## config.mk

```make
export PLATFORM = sky130hd
export DESIGN_NAME = regfile_wr_sched
export DESIGN_NICKNAME = d
export VERILOG_FILES = /design/src/rtl/regfile_pkg.sv /design/src/rtl/rfws_rr_pick.sv /design/src/rtl/regfile_wr_sched.sv
export SDC_FILE = /design/constraint.sdc
export NUM_CORES = 1
export LEC_CHECK = 0
export CAP_MARGIN = 20
export CELL_PAD_IN_SITES_DETAIL_PLACEMENT = 1
export CELL_PAD_IN_SITES_GLOBAL_PLACEMENT = 2
export CORE_MARGIN = 2
export CORE_UTILIZATION = 21
export CTS_BUF_LIST = sky130_fd_sc_hd__clkbuf_4 sky130_fd_sc_hd__clkbuf_8
export CTS_CLUSTER_DIAMETER = 100
export DETAILED_ROUTE_END_ITERATION = 16
export PLACE_DENSITY_LB_ADDON = 0.1
export SYNTH_ARGS = -nofsm -noshare
export SYNTH_HDL_FRONTEND = slang
export SYNTH_SLANG_ARGS = --single-unit
```

## constraint.sdc

```tcl
create_clock -name clk -period 8.5 [get_ports clk]
set_input_delay 1.275 -clock clk [delete_from_list [all_inputs] [get_ports clk]]
set_output_delay 1.275 -clock clk [all_outputs]
set_load 0.1 [all_outputs]
```

## src/rtl/regfile_pkg.sv

```systemverilog
// Shared constants and FSM state type for the regfile write scheduler.
// Optional feature macro used by regfile_wr_sched: RFWS_X0_DROP_EN.
package regfile_pkg;

    localparam int unsigned AW   = 5;
    localparam int unsigned DW   = 64;
    localparam int unsigned NREG = 1 << AW;

    typedef enum logic {
        INIT,
        RUN
    } rfwsState_e;

endpackage

```

## src/rtl/rfws_rr_pick.sv

```systemverilog
// Combinational round-robin picker: first valid requester at or above ptr, wrapping.
module rfws_rr_pick #(
    parameter int unsigned NREQ = 4,
    parameter int unsigned IW   = $clog2(NREQ)
) (
    input  logic [NREQ-1:0] valid,
    input  logic [IW-1:0]   ptr,
    output logic [NREQ-1:0] grant,
    output logic [IW-1:0]   grantIdx,
    output logic            anyValid
);

    int unsigned idx;
    logic        found;

    always_comb begin
        grant    = '0;
        grantIdx = '0;
        found    = 1'b0;
        idx      = 0;
        for (int unsigned off = 0; off < NREQ; off++) begin
            idx = (int'(ptr) + off) % NREQ;
            if (!found && valid[idx]) begin
                found    = 1'b1;
                grant    = {{(NREQ-1){1'b0}}, 1'b1} << idx;
                grantIdx = IW'(idx);
            end
        end
    end

    assign anyValid = |valid;

endmodule

```

## src/rtl/regfile_wr_sched.sv

```systemverilog
// Write scheduler for regfile_32x64: post-reset clear sweep, then round-robin arbitration.
// Define RFWS_X0_DROP_EN to suppress RUN-time writes that target register 0.
module regfile_wr_sched
    import regfile_pkg::*;
#(
    parameter int unsigned NREQ = 4,
    parameter int unsigned AW   = regfile_pkg::AW,
    parameter int unsigned DW   = regfile_pkg::DW,
    parameter int unsigned IW   = $clog2(NREQ)
) (
    input  logic               clk,
    input  logic               rst,
    input  logic [NREQ-1:0]    req_valid,
    input  logic [NREQ*AW-1:0] req_addr,
    input  logic [NREQ*DW-1:0] req_data,
    output logic [NREQ-1:0]    req_ready,
    output logic               w,
    output logic [AW-1:0]      wa,
    output logic [DW-1:0]      wd,
    output logic [IW-1:0]      grant_id,
    output logic               init_done
);

    rfwsState_e    stateQ, stateD;
    logic [AW-1:0] cntQ, cntD;
    logic [IW-1:0] ptrQ, ptrD;
    logic          wQ, wD;
    logic [AW-1:0] waQ, waD;
    logic [DW-1:0] wdQ, wdD;
    logic [IW-1:0] gidQ, gidD;
    logic          initDoneQ, initDoneD;

    logic [NREQ-1:0] pickGrant;
    logic [IW-1:0]   pickIdx;
    logic            pickAny;
    logic [AW-1:0]   selAddr;
    logic [DW-1:0]   selData;
    logic            running;

    rfws_rr_pick #(
        .NREQ (NREQ),
        .IW   (IW)
    ) u_pick (
        .valid    (req_valid),
        .ptr      (ptrQ),
        .grant    (pickGrant),
        .grantIdx (pickIdx),
        .anyValid (pickAny)
    );

    assign selAddr = req_addr[pickIdx*AW +: AW];
    assign selData = req_data[pickIdx*DW +: DW];

    // Ready is gated by rst directly so no handshake can complete in a reset cycle.
    assign running   = (stateQ == RUN) && rst;
    assign req_ready = running ? pickGrant : '0;

    always_comb begin
        stateD    = stateQ;
        cntD      = cntQ;
        ptrD      = ptrQ;
        wD        = 1'b0;
        waD       = waQ;
        wdD       = wdQ;
        gidD      = gidQ;
        initDoneD = initDoneQ;
        unique case (stateQ)
            INIT: begin
                wD   = 1'b1;
                waD  = cntQ;
                wdD  = '0;
                cntD = cntQ + AW'(1);
                if (cntQ == '1) begin
                    stateD    = RUN;
                    initDoneD = 1'b1;
                end
            end
            RUN: begin
                if (pickAny) begin
`ifdef RFWS_X0_DROP_EN
                    wD = (selAddr != '0);
`else
                    wD = 1'b1;
`endif
                    waD  = selAddr;
                    wdD  = selData;
                    gidD = pickIdx;
                    ptrD = (pickIdx == IW'(NREQ - 1)) ? '0 : pickIdx + IW'(1);
                end
            end
            default: stateD = INIT;
        endcase
    end

    always_ff @(posedge clk) begin
        if (!rst) begin
            stateQ    <= INIT;
            cntQ      <= '0;
            ptrQ      <= '0;
            wQ        <= 1'b0;
            waQ       <= '0;
            wdQ       <= '0;
            gidQ      <= '0;
            initDoneQ <= 1'b0;
        end else begin
            stateQ    <= stateD;
            cntQ      <= cntD;
            ptrQ      <= ptrD;
            wQ        <= wD;
            waQ       <= waD;
            wdQ       <= wdD;
            gidQ      <= gidD;
            initDoneQ <= initDoneD;
        end
    end

    assign w         = wQ;
    assign wa        = waQ;
    assign wd        = wdQ;
    assign grant_id  = gidQ;
    assign init_done = initDoneQ;

endmodule

```

Yosys cells after proc, flatten, opt, wreduce, memory -nomap -nowiden
Index checks and enable logic that the tools add are counted.

Output and inout port bits: 77. Word-level logic and storage cells: 67. Bits in registers: 81. Bits of input ports: 282.

Reductions and logical operators: 10. $add $sub $neg: 5. $lt $le $gt $ge: 4. Shifts and indexed selects: 6. Multipliers: 1. Bitwise operators: 1. Equality and inequality tests: 3. Mux-type cells: 29.

Operator list (count): 256-bit by 9-bit indexed part select with 64-bit output (1); 64-bit one-hot mux with 2 select lines (1); 64-bit two-way mux (1); 4-bit two-way mux (5); 20-bit by 6-bit indexed part select with 5-bit output (1); 1-bit by 2-bit << shifter with 4-bit output, first input constant (4); 2-bit by 3-bit less-than comparator with 1-bit output, second input constant (4); 1-bit two-way mux (10); 2-bit two-way mux (5); 5-bit one-hot mux with 2 select lines (1); 1-bit binary-select mux with 2-bit select (4); 5-bit by 1-bit adder with 5-bit output, second input constant (1); 5-bit equality test, second input constant (1); 2-bit by 3-bit multiplier with 5-bit output, second input constant (1); 5-bit two-way mux (1); 2-bit by 1-bit adder with 2-bit output, second input constant (2); 2-bit adder, second input constant (2); 1-bit logical AND (4); 2-bit AND reduction (2); 4-bit OR reduction (1); 1-bit logical NOT (3); 2-bit equality test, second input constant (1); 2-bit by 1-bit inequality test with 1-bit output, second input constant (1); 1-bit one-hot mux with 2 select lines (1); 1-bit NOT (1).

Logic depth before layout (Yosys ltp)
Gate-level depths: netlist (run 1).

Word-level depth: 16. Gate-level depth with buffers: 16. Mapped depth without buffers: 11.

Modules after synthesis
Synthesis (run 1) repeated with hierarchy kept, for this count alone.

Cell total of the unflattened synthesis: 424. Area, all modules: 5014.8 um^2.

Modules (own cells, without submodules): regfile_wr_sched (cells each 338, area an instance 4401.7 um^2, sequential area each 1621.6 um^2, times used 1); rfws_rr_pick (cells each 86, area an instance 613.1 um^2, sequential area each 0.0 um^2, times used 1).

Worst setup path after synthesis (run 1)
No wires, ideal clock.

Path type: input port to output port. From: input req_valid[3]. To: output req_ready[0]. Slack: 3.304 ns. Path buffers: 1. Data required time: 7.225 ns. Data arrival time: 3.921 ns. Stages on the path: 6. Cells stage by stage: buf_2 -> mux2_2 -> mux2_4 -> nor4b_1 -> a221oi_1 -> nor2_1.

Word-level cells in the longest chain between the ends: 13. Elaborated cells on any way between the ends: 22. Those cells by class: 16 x mux; 6 x reduce/logical.

Ends and longest elaborated chain: start, declared (RTL line regfile_wr_sched.sv:13) `input logic [NREQ-1:0] req_valid,`; 1-bit binary-select mux with 2-bit select (RTL line rfws_rr_pick.sv:23) `if (!found && valid[idx]) begin`; 1-bit two-way mux (not written as such) (RTL line rfws_rr_pick.sv:23); 1-bit two-way mux (RTL line rfws_rr_pick.sv:23); 1-bit logical NOT (RTL line rfws_rr_pick.sv:23); 1-bit logical AND (RTL line rfws_rr_pick.sv:23); 1-bit two-way mux (RTL line rfws_rr_pick.sv:23); 1-bit logical NOT (RTL line rfws_rr_pick.sv:23); 1-bit logical AND (RTL line rfws_rr_pick.sv:23); 1-bit two-way mux (RTL line rfws_rr_pick.sv:23); 1-bit logical NOT (RTL line rfws_rr_pick.sv:23); 1-bit logical AND (RTL line rfws_rr_pick.sv:23); 4-bit two-way mux (*) (RTL line rfws_rr_pick.sv:23); 4-bit two-way mux (*) (RTL line regfile_wr_sched.sv:56) `assign req_ready = running ? pickGrant : '0;`; end, declared (RTL line regfile_wr_sched.sv:16) `output logic [NREQ-1:0] req_ready,`.

Mark *: on every way between the ends. The rest lies on a longest branch, timed or not. The select of a mux whose other input is x is not followed.

Worst setup path in the final report (run 1)
From: register ptrQ[0]. To: output req_ready[2].

Word-level cells in the longest chain between the ends: 13. Elaborated cells on any way between the ends: 29. Those cells by class: 3 x add/sub; 4 x shift; 16 x mux; 6 x reduce/logical.

Ends and longest elaborated chain: start, declared (RTL line regfile_wr_sched.sv:26) `logic [IW-1:0] ptrQ, ptrD;`; start signal, assigned (RTL line regfile_wr_sched.sv:108) `ptrQ <= ptrD;`; parallel branches: the longest is 11 deep, another holds 2-bit by 1-bit adder with 2-bit output; 4-bit two-way mux (*) (RTL line rfws_rr_pick.sv:23); 4-bit two-way mux (*) (RTL line regfile_wr_sched.sv:56).

Every way passes the cells marked *. The select of a mux whose other input is x is not followed.

==> impl_summary.txt, run 1 <==
----------------------------------------------------
[Outcome]
  Run status ... finished, final reports clean

[Clock network]
  Sink count of the clock tree ... 81
  CTS root buf ... sky130_fd_sc_hd__clkbuf_8
  Insertion delay to the later sink of the worst-skew pair ... 0.37 ns
  CTS Hold Buffers Added ... 0
  Number of buffers created by CTS ... 9
  CTS HTree Levels ... 3
  Clock tree from TritonCTS ... yes
  Clock transition time at the flip-flop clock pins of the worst setup and hold paths ... 0.09 ns
  Number of setup buffers added after CTS ... 0
  Maximum number of buffers from clock root to sink ... 2
  Number of instances resized during post-cts repair ... 0

[Placement]
  Quantity of I/O buffers inserted on ports ... 358
  Placement-stage cell area ... 0.008922 sq mm
  HPWL after DPL ... 19100 microns
  Weighted congestion at the end of routability-driven global placement ... 0.8501

[Timing]
  Final-layout setup total negative slack ... 0 ns
  Setup violation total in the final timing report ... 0
  Clk_skew ... 0.01095 ns
  Measured slew at the worst slew-check pin ... 1.066 ns
  Unrepaired setup endpoints after global routing ... no
  Final hold violation count ... 0
  Final Max Tran Viols ... 0
  Minimum clock period after layout ... 6.255 ns
  Maximum clock frequency ... 0.1599 GHz
  Headroom to the max-slew limit ... 28.71%
  Portion of the clock cycle consumed by the worst path in the final layout ... 73.59%

[Synthesis]
  Leading cell type by number of instances after synthesis ... sky130_fd_sc_hd__mux2i_1
  Nets in the synthesized netlist ... 851
  Instance count of the mapped netlist ... 559
  Largest family of logic cells by synthesized area ... multiplexers
  Post-synthesis instance area ... 0.005166 sq mm
  Synth cell count leaders ... sky130_fd_sc_hd__mux2i_1, sky130_fd_sc_hd__dfxtp_1, sky130_fd_sc_hd__nand2_1, sky130_fd_sc_hd__a22oi_1, sky130_fd_sc_hd__o211ai_1
  Yosys synthesis warning count ... 0
  Adder-Cell Fraction of Synth Area ... 2.422%
  Share of Yosys cell area claimed by the top area cell type ... 31.39%
  Fraction of synthesis flops using an asynchronous set or reset pin ... 0%
  Main flop type after synthesis ... sky130_fd_sc_hd__dfxtp_1
  Synth cell types ... 45
  Post-synthesis sequential element count ... 81
  Synth top area cells ... sky130_fd_sc_hd__dfxtp_1, sky130_fd_sc_hd__mux2i_1, sky130_fd_sc_hd__a22oi_1
  Mean area per synthesized cell ... 9.242 sq um
  Multiplexer area fraction after synthesis ... 27.32%
  Area fraction in and, or, nand and nor cells after synthesis ... 11.79%
  Count of flip-flops with a built-in enable after synthesis ... 0
  Sequential share of the synthesized area ... 31.39%
  Synthesized-area fraction occupied by ao, oa, aoi and oai cells ... 20.05%
  Cell type with the highest aggregate area in the netlist ... sky130_fd_sc_hd__dfxtp_1
  Share of the synthesized netlist area taken by xor and xnor gates ... 0.3391%

[Worst setup path]
  Crit path arrival time ... 4.98 ns
  Critical Path Start Type ... flop
  Type of the worst setup path ... flop to output pin
  Worst EP required ... 7.22 ns
  Peak fanout along the critical path ... 20
  Type of element capturing the critical path ... output pin

[Global routing]
  Total routing resource utilization after global routing ... 18.23%
  First-pass GRT wire length ... 36540 microns
  Largest net degree at the start of global routing ... 59
  Number of antenna violations at the first check in global routing ... 2
  Leftover overflow at the end of global routing ... 0
  Vias in the first global route ... 6252

[Die]
  Boundary pin count ... 359
  Starting Density ... 21.31%
  Die area ... 0.02587 sq mm
  Die height ... 160.8 microns
  Placement row count ... 57
  Die outline width ... 160.8 microns
  Core area ... 0.02425 sq mm

[Run]
  MaxCap Viol Count ... 0

[Power]
  Post-layout total power ... 0.0009092 W
  Maximum vdd drop ... 0.00005712 V
  Leakage ... 3.569 nW
  Pwr Density ... 99.76 mW/mm^2

[Route]
  DR vias ... 5680
  Detailed-routed wire length on met3 ... 2036 microns
  Drt drc ... 0
  Routed via count divided by cell count ... 4.686
  Starting DRT DRC Count ... 199
  Highest layer used for signal routing ... met5
  Detailed-routing wirelength on met1 ... 9525 microns
  DRT antenna net count ... 0
  Met2 Wirelength ... 12050 microns
  Total routed wirelength ... 24140 microns
  Number of detailed-routing iterations run before antenna repair ... 4
  Average wire per standard cell ... 19.92 microns

[Final layout]
  NumNets Final ... 1175
  Fraction of layout cells with a size suffix above 1 ... 7.215%
  Final Instance Area ... 0.009114 sq mm
  Area growth, synth to finish ... 76.41%

[Hold path]
  HP Class ... flop to flop

----------------------------------------------------
[final cells by class]
type / instances / area (sq um)
timing repair buffer: 364 / 3641
clock inverter: 5 / 57.56
clock buffer: 10 / 131.4
antenna: 1 / 2.502
fill: 2801 / 15130
sequential: 81 / 1622
tap: 324 / 405.4
inverter: 7 / 26.28
multi-input combinational: 420 / 3228
[kinds of logic after synthesis]
| logic type | count (synthesis) |
|---|---|
| buffers and inverters | 58 |
| multiplexers | 134 |
| flip-flops | 81 |
| adder cells (fa/ha/maj) | 10 |
| XOR/XNOR | 2 |
| AO/OA/AOI/OAI | 148 |
| AND/OR/NAND/NOR | 126 |
[power breakdown]
group,internal [W],total [W],switching (W)
Sequential,0.000381,0.000383,0.00000162
Clock,0.000137,0.000291,0.000154
Combinational,0.000158,0.000235,0.0000769
Total,0.000676,0.000909,0.000233
[registers in the layout, summed over array words and instances, names as in the netlist]
signal	count
grant_id	2
wd	64
ptrQ	2
init_done	1
wa	5
w	1
cntQ	5
stateQ	1
[critical path, cell delays in order (launching register included)]
cell and delay [ns]:
sky130_fd_sc_hd__dfxtp_1 0.82, sky130_fd_sc_hd__inv_1 0.28, sky130_fd_sc_hd__ha_1 0.62, sky130_fd_sc_hd__mux4_2 0.66, sky130_fd_sc_hd__nor4b_1 0.69, sky130_fd_sc_hd__a22oi_1 0.13
sky130_fd_sc_hd__o21ai_0 0.12, sky130_fd_sc_hd__and2_1 0.15, sky130_fd_sc_hd__clkdlybuf4s50_1 1.13
[cell usage in the layout (no fill, tap or decap), drive strengths merged, types with 14 or more instances in the layout]
| cell | Yosys | routed |
|---|---|---|
| mux2i | 102 | 102 |
| mux2 | 30 | 30 |
| clkdlybuf4s50 | 0 | 358 |
| dfxtp | 81 | 81 |
| nor2 | 14 | 14 |
| o21ai | 31 | 31 |
| a22oi | 48 | 48 |
| nand3 | 32 | 32 |
| o211ai | 43 | 43 |
| nand2 | 53 | 53 |
[final timing paths]
| kind | from | endpoint | slack (ns) | cells after the start |
|---|---|---|---|---|
| hold reg to reg | wd[51] | wd[51] | 0.46 | 2 |
| setup / recovery | ptrQ[0] | req_ready[2] | 2.24 | 8 |
| hold / removal | wd[51] | wd[51] | 0.46 | 2 |
| setup reg to reg | ptrQ[0] | wd[29] | 4.03 | 8 |
[stage by stage]
step | util [%] | worst slack [ns] | hold slack [ns] | instances
6_report | 37.59 | 2.245 | 0.4559 | 1212
5_1_grt | 37.59 | 1.895 | 0.4864 | 1212
4_1_cts | 37.57 | 2.203 | 0.4616 | 1211
3_5_place_dp | 36.80 | 2.462 | 0.4484 | 1196
3_3_place_gp | 36.71 | 2.610 | 0.4423 | 1195
2_1_floorplan | - | 3.304 | 0.4950 | 559
[per-layer routing]
metal	global-route usage [%]	vias to the layer above
li1	-	2728
met1	19.83	2662
met2	33.22	260
met3	6.095	28
met4	5.925	2
met5	0	-
No activity file was read; power rests on OpenSTA's default activity.
==> run 2, diff against run 1 <==
--- a/config.mk
+++ b/config.mk
@@ -9,7 +9,7 @@
 export CELL_PAD_IN_SITES_DETAIL_PLACEMENT = 1
 export CELL_PAD_IN_SITES_GLOBAL_PLACEMENT = 2
 export CORE_MARGIN = 2
-export CORE_UTILIZATION = 21
+export CORE_UTILIZATION = 19
 export CTS_BUF_LIST = sky130_fd_sc_hd__clkbuf_4 sky130_fd_sc_hd__clkbuf_8
 export CTS_CLUSTER_DIAMETER = 100
 export DETAILED_ROUTE_END_ITERATION = 16
==> constraint.sdc (replaced) <==
create_clock -name clk -period 5.8 [get_ports clk]
set_input_delay 0.87 -clock clk [delete_from_list [all_inputs] [get_ports clk]]
set_output_delay 0.87 -clock clk [all_outputs]
set_load 0.1 [all_outputs]
==> impl_summary.txt, run 2 (synthesis results as in run 1) <==
----------------------------------------------------
[Outcome]
  Run status ... finished, final reports clean

[Placement]
  HPWL after DPL ... 19050 microns
  Quantity of I/O buffers inserted on ports ... 358
  Weighted congestion at the end of routability-driven global placement ... 0.8543
  Number of placed instances, taps included ... 1214

[Die]
  Boundary pin count ... 359
  Placement row count ... 60
  Starting Density ... 19.28%
  Die height ... 168.9 microns
  Die outline width ... 168.9 microns
  Core area ... 0.02680 sq mm
  Die area ... 0.02853 sq mm

[Worst setup path]
  Critical Path Start Type ... flop
  Peak fanout along the critical path ... 20
  Crit path arrival time ... 4.16 ns
  Type of element capturing the critical path ... output pin
  Type of the worst setup path ... flop to output pin
  Worst EP required ... 4.93 ns

[Global routing]
  First-pass GRT wire length ... 36080 microns
  Number of antenna violations at the first check in global routing ... 1
  Largest net degree at the start of global routing ... 49
  Total routing resource utilization after global routing ... 16.43%
  Leftover overflow at the end of global routing ... 0
  Vias in the first global route ... 6089

[Final layout]
  Max reg flops ... 64
  Commonest non-fill, non-tap cells in the layout ... sky130_fd_sc_hd__clkdlybuf4s50_1, sky130_fd_sc_hd__mux2i_1, sky130_fd_sc_hd__dfxtp_1
  Final-layout fill cell count ... 3051
  Layout Utilization ... 34.01%
  Post-Layout Cell Count ... 1231
  Leading cell type in the layout, fill and taps excluded ... sky130_fd_sc_hd__clkdlybuf4s50_1
  Area growth, synth to finish ... 76.46%
  Fraction of layout cells with a size suffix above 1 ... 7.987%
  NumNets Final ... 1176

[Clock network]
  CTS root buf ... sky130_fd_sc_hd__clkbuf_8
  Number of instances resized during post-cts repair ... 0
  CTS Hold Buffers Added ... 0
  Maximum number of buffers from clock root to sink ... 2
  Number of buffers created by CTS ... 9
  Clock transition time at the flip-flop clock pins of the worst setup and hold paths ... 0.09 ns
  Clock tree from TritonCTS ... yes
  Sink count of the clock tree ... 81
  Insertion delay to the later sink of the worst-skew pair ... 0.36 ns
  Number of setup buffers added after CTS ... 0
  CTS HTree Levels ... 3

[Route]
  Drt drc ... 0
  DRT antenna net count ... 0
  Routed via count divided by cell count ... 4.669
  Starting DRT DRC Count ... 148
  Number of detailed-routing iterations run before antenna repair ... 5
  Total routed wirelength ... 24560 microns
  DR vias ... 5748
  Average wire per standard cell ... 19.95 microns

[Power]
  Maximum vdd drop ... 0.00007076 V
  Pwr Density ... 143.5 mW/mm^2
  Leakage ... 3.588 nW

[Timing]
  Measured slew at the worst slew-check pin ... 1.073 ns
  Minimum clock period after layout ... 5.032 ns
  Portion of the clock cycle consumed by the worst path in the final layout ... 86.76%
  Clk_skew ... 0.01432 ns
  Maximum clock frequency ... 0.1987 GHz
  Unrepaired setup endpoints after global routing ... no
  Headroom to the max-slew limit ... 28.23%
  Worst-case hold slack ... 0.4615 ns
  Setup violation total in the final timing report ... 0
  Final-layout setup total negative slack ... 0 ns
  Final hold violation count ... 0
  Final Max Tran Viols ... 0

[Hold path]
  HP Class ... flop to flop

[Run]
  MaxCap Viol Count ... 0

----------------------------------------------------
[run 2: critical path, cell delays in order, from the launching register on]
cell and delay (ns):
sky130_fd_sc_hd__dfxtp_1 0.82, sky130_fd_sc_hd__inv_1 0.27, sky130_fd_sc_hd__ha_1 0.64, sky130_fd_sc_hd__mux4_2 0.67, sky130_fd_sc_hd__nor4b_1 0.67, sky130_fd_sc_hd__a22oi_1 0.13, sky130_fd_sc_hd__o21ai_0 0.15, sky130_fd_sc_hd__and2_1 0.16
sky130_fd_sc_hd__buf_4 0.28
[run 2: layer usage]
| layer | track usage, % | wire (microns) |
|---|---|---|
| met4 | 5.135 | 480 |
| met5 | 0 | 0 |
| met3 | 5.331 | 2251 |
| met1 | 18.18 | 9555 |
| met2 | 29.78 | 12280 |
[run 2: final cells by class]
cell class	instances	area (sq um)	area share [%]
inverter	7	26.28	0.2882
clock buffer	13	153.9	1.688
tap	341	426.7	4.680
sequential	81	1622	17.79
clock inverter	3	17.52	0.1921
multi-input combinational	420	3229	35.42
timing repair buffer	365	3638	39.91
antenna	1	2.502	0.02745
[run 2: stage by stage]
step	instance area (sq um)	power, W	setup slack, ns
after floorplan	5166	0.0006980	1.203
after global placement	8942	0.0009182	1.438
after detailed placement	8942	0.0009253	1.136
after CTS	9114	0.001342	0.7263
after global routing	9116	0.001384	0.3930
final	9116	0.001308	0.7681
[run 2: path summary, 6_finish.rpt]
kind,endpoint,slack [ns],cells past startpoint,from
setup / recovery,req_ready[2],0.77,8,ptrQ[0]
hold / removal,wd[59],0.46,2,wd[59]
setup reg to reg,wd[13],1.22,9,ptrQ[0]
hold reg to reg,wd[59],0.46,2,wd[59]
[run 2: power breakdown]
part	internal (W)	leakage (nW)	switching [W]
combinational	0.000232	2.84	0.000114
sequential	0.000559	0.653	0.00000240
clock	0.000174	0.0911	0.000226
total	0.000966	3.59	0.000343
==> run 3, diff against run 2 <==
--- a/config.mk
+++ b/config.mk
@@ -12,6 +12,7 @@
 export CORE_UTILIZATION = 19
 export CTS_BUF_LIST = sky130_fd_sc_hd__clkbuf_4 sky130_fd_sc_hd__clkbuf_8
 export CTS_CLUSTER_DIAMETER = 100
+export CTS_CLUSTER_SIZE = 12
 export DETAILED_ROUTE_END_ITERATION = 16
 export PLACE_DENSITY_LB_ADDON = 0.1
 export SYNTH_ARGS = -nofsm -noshare
==> results of run 3 <==
Final layout, timing and power as in run 2 (identical DEF).
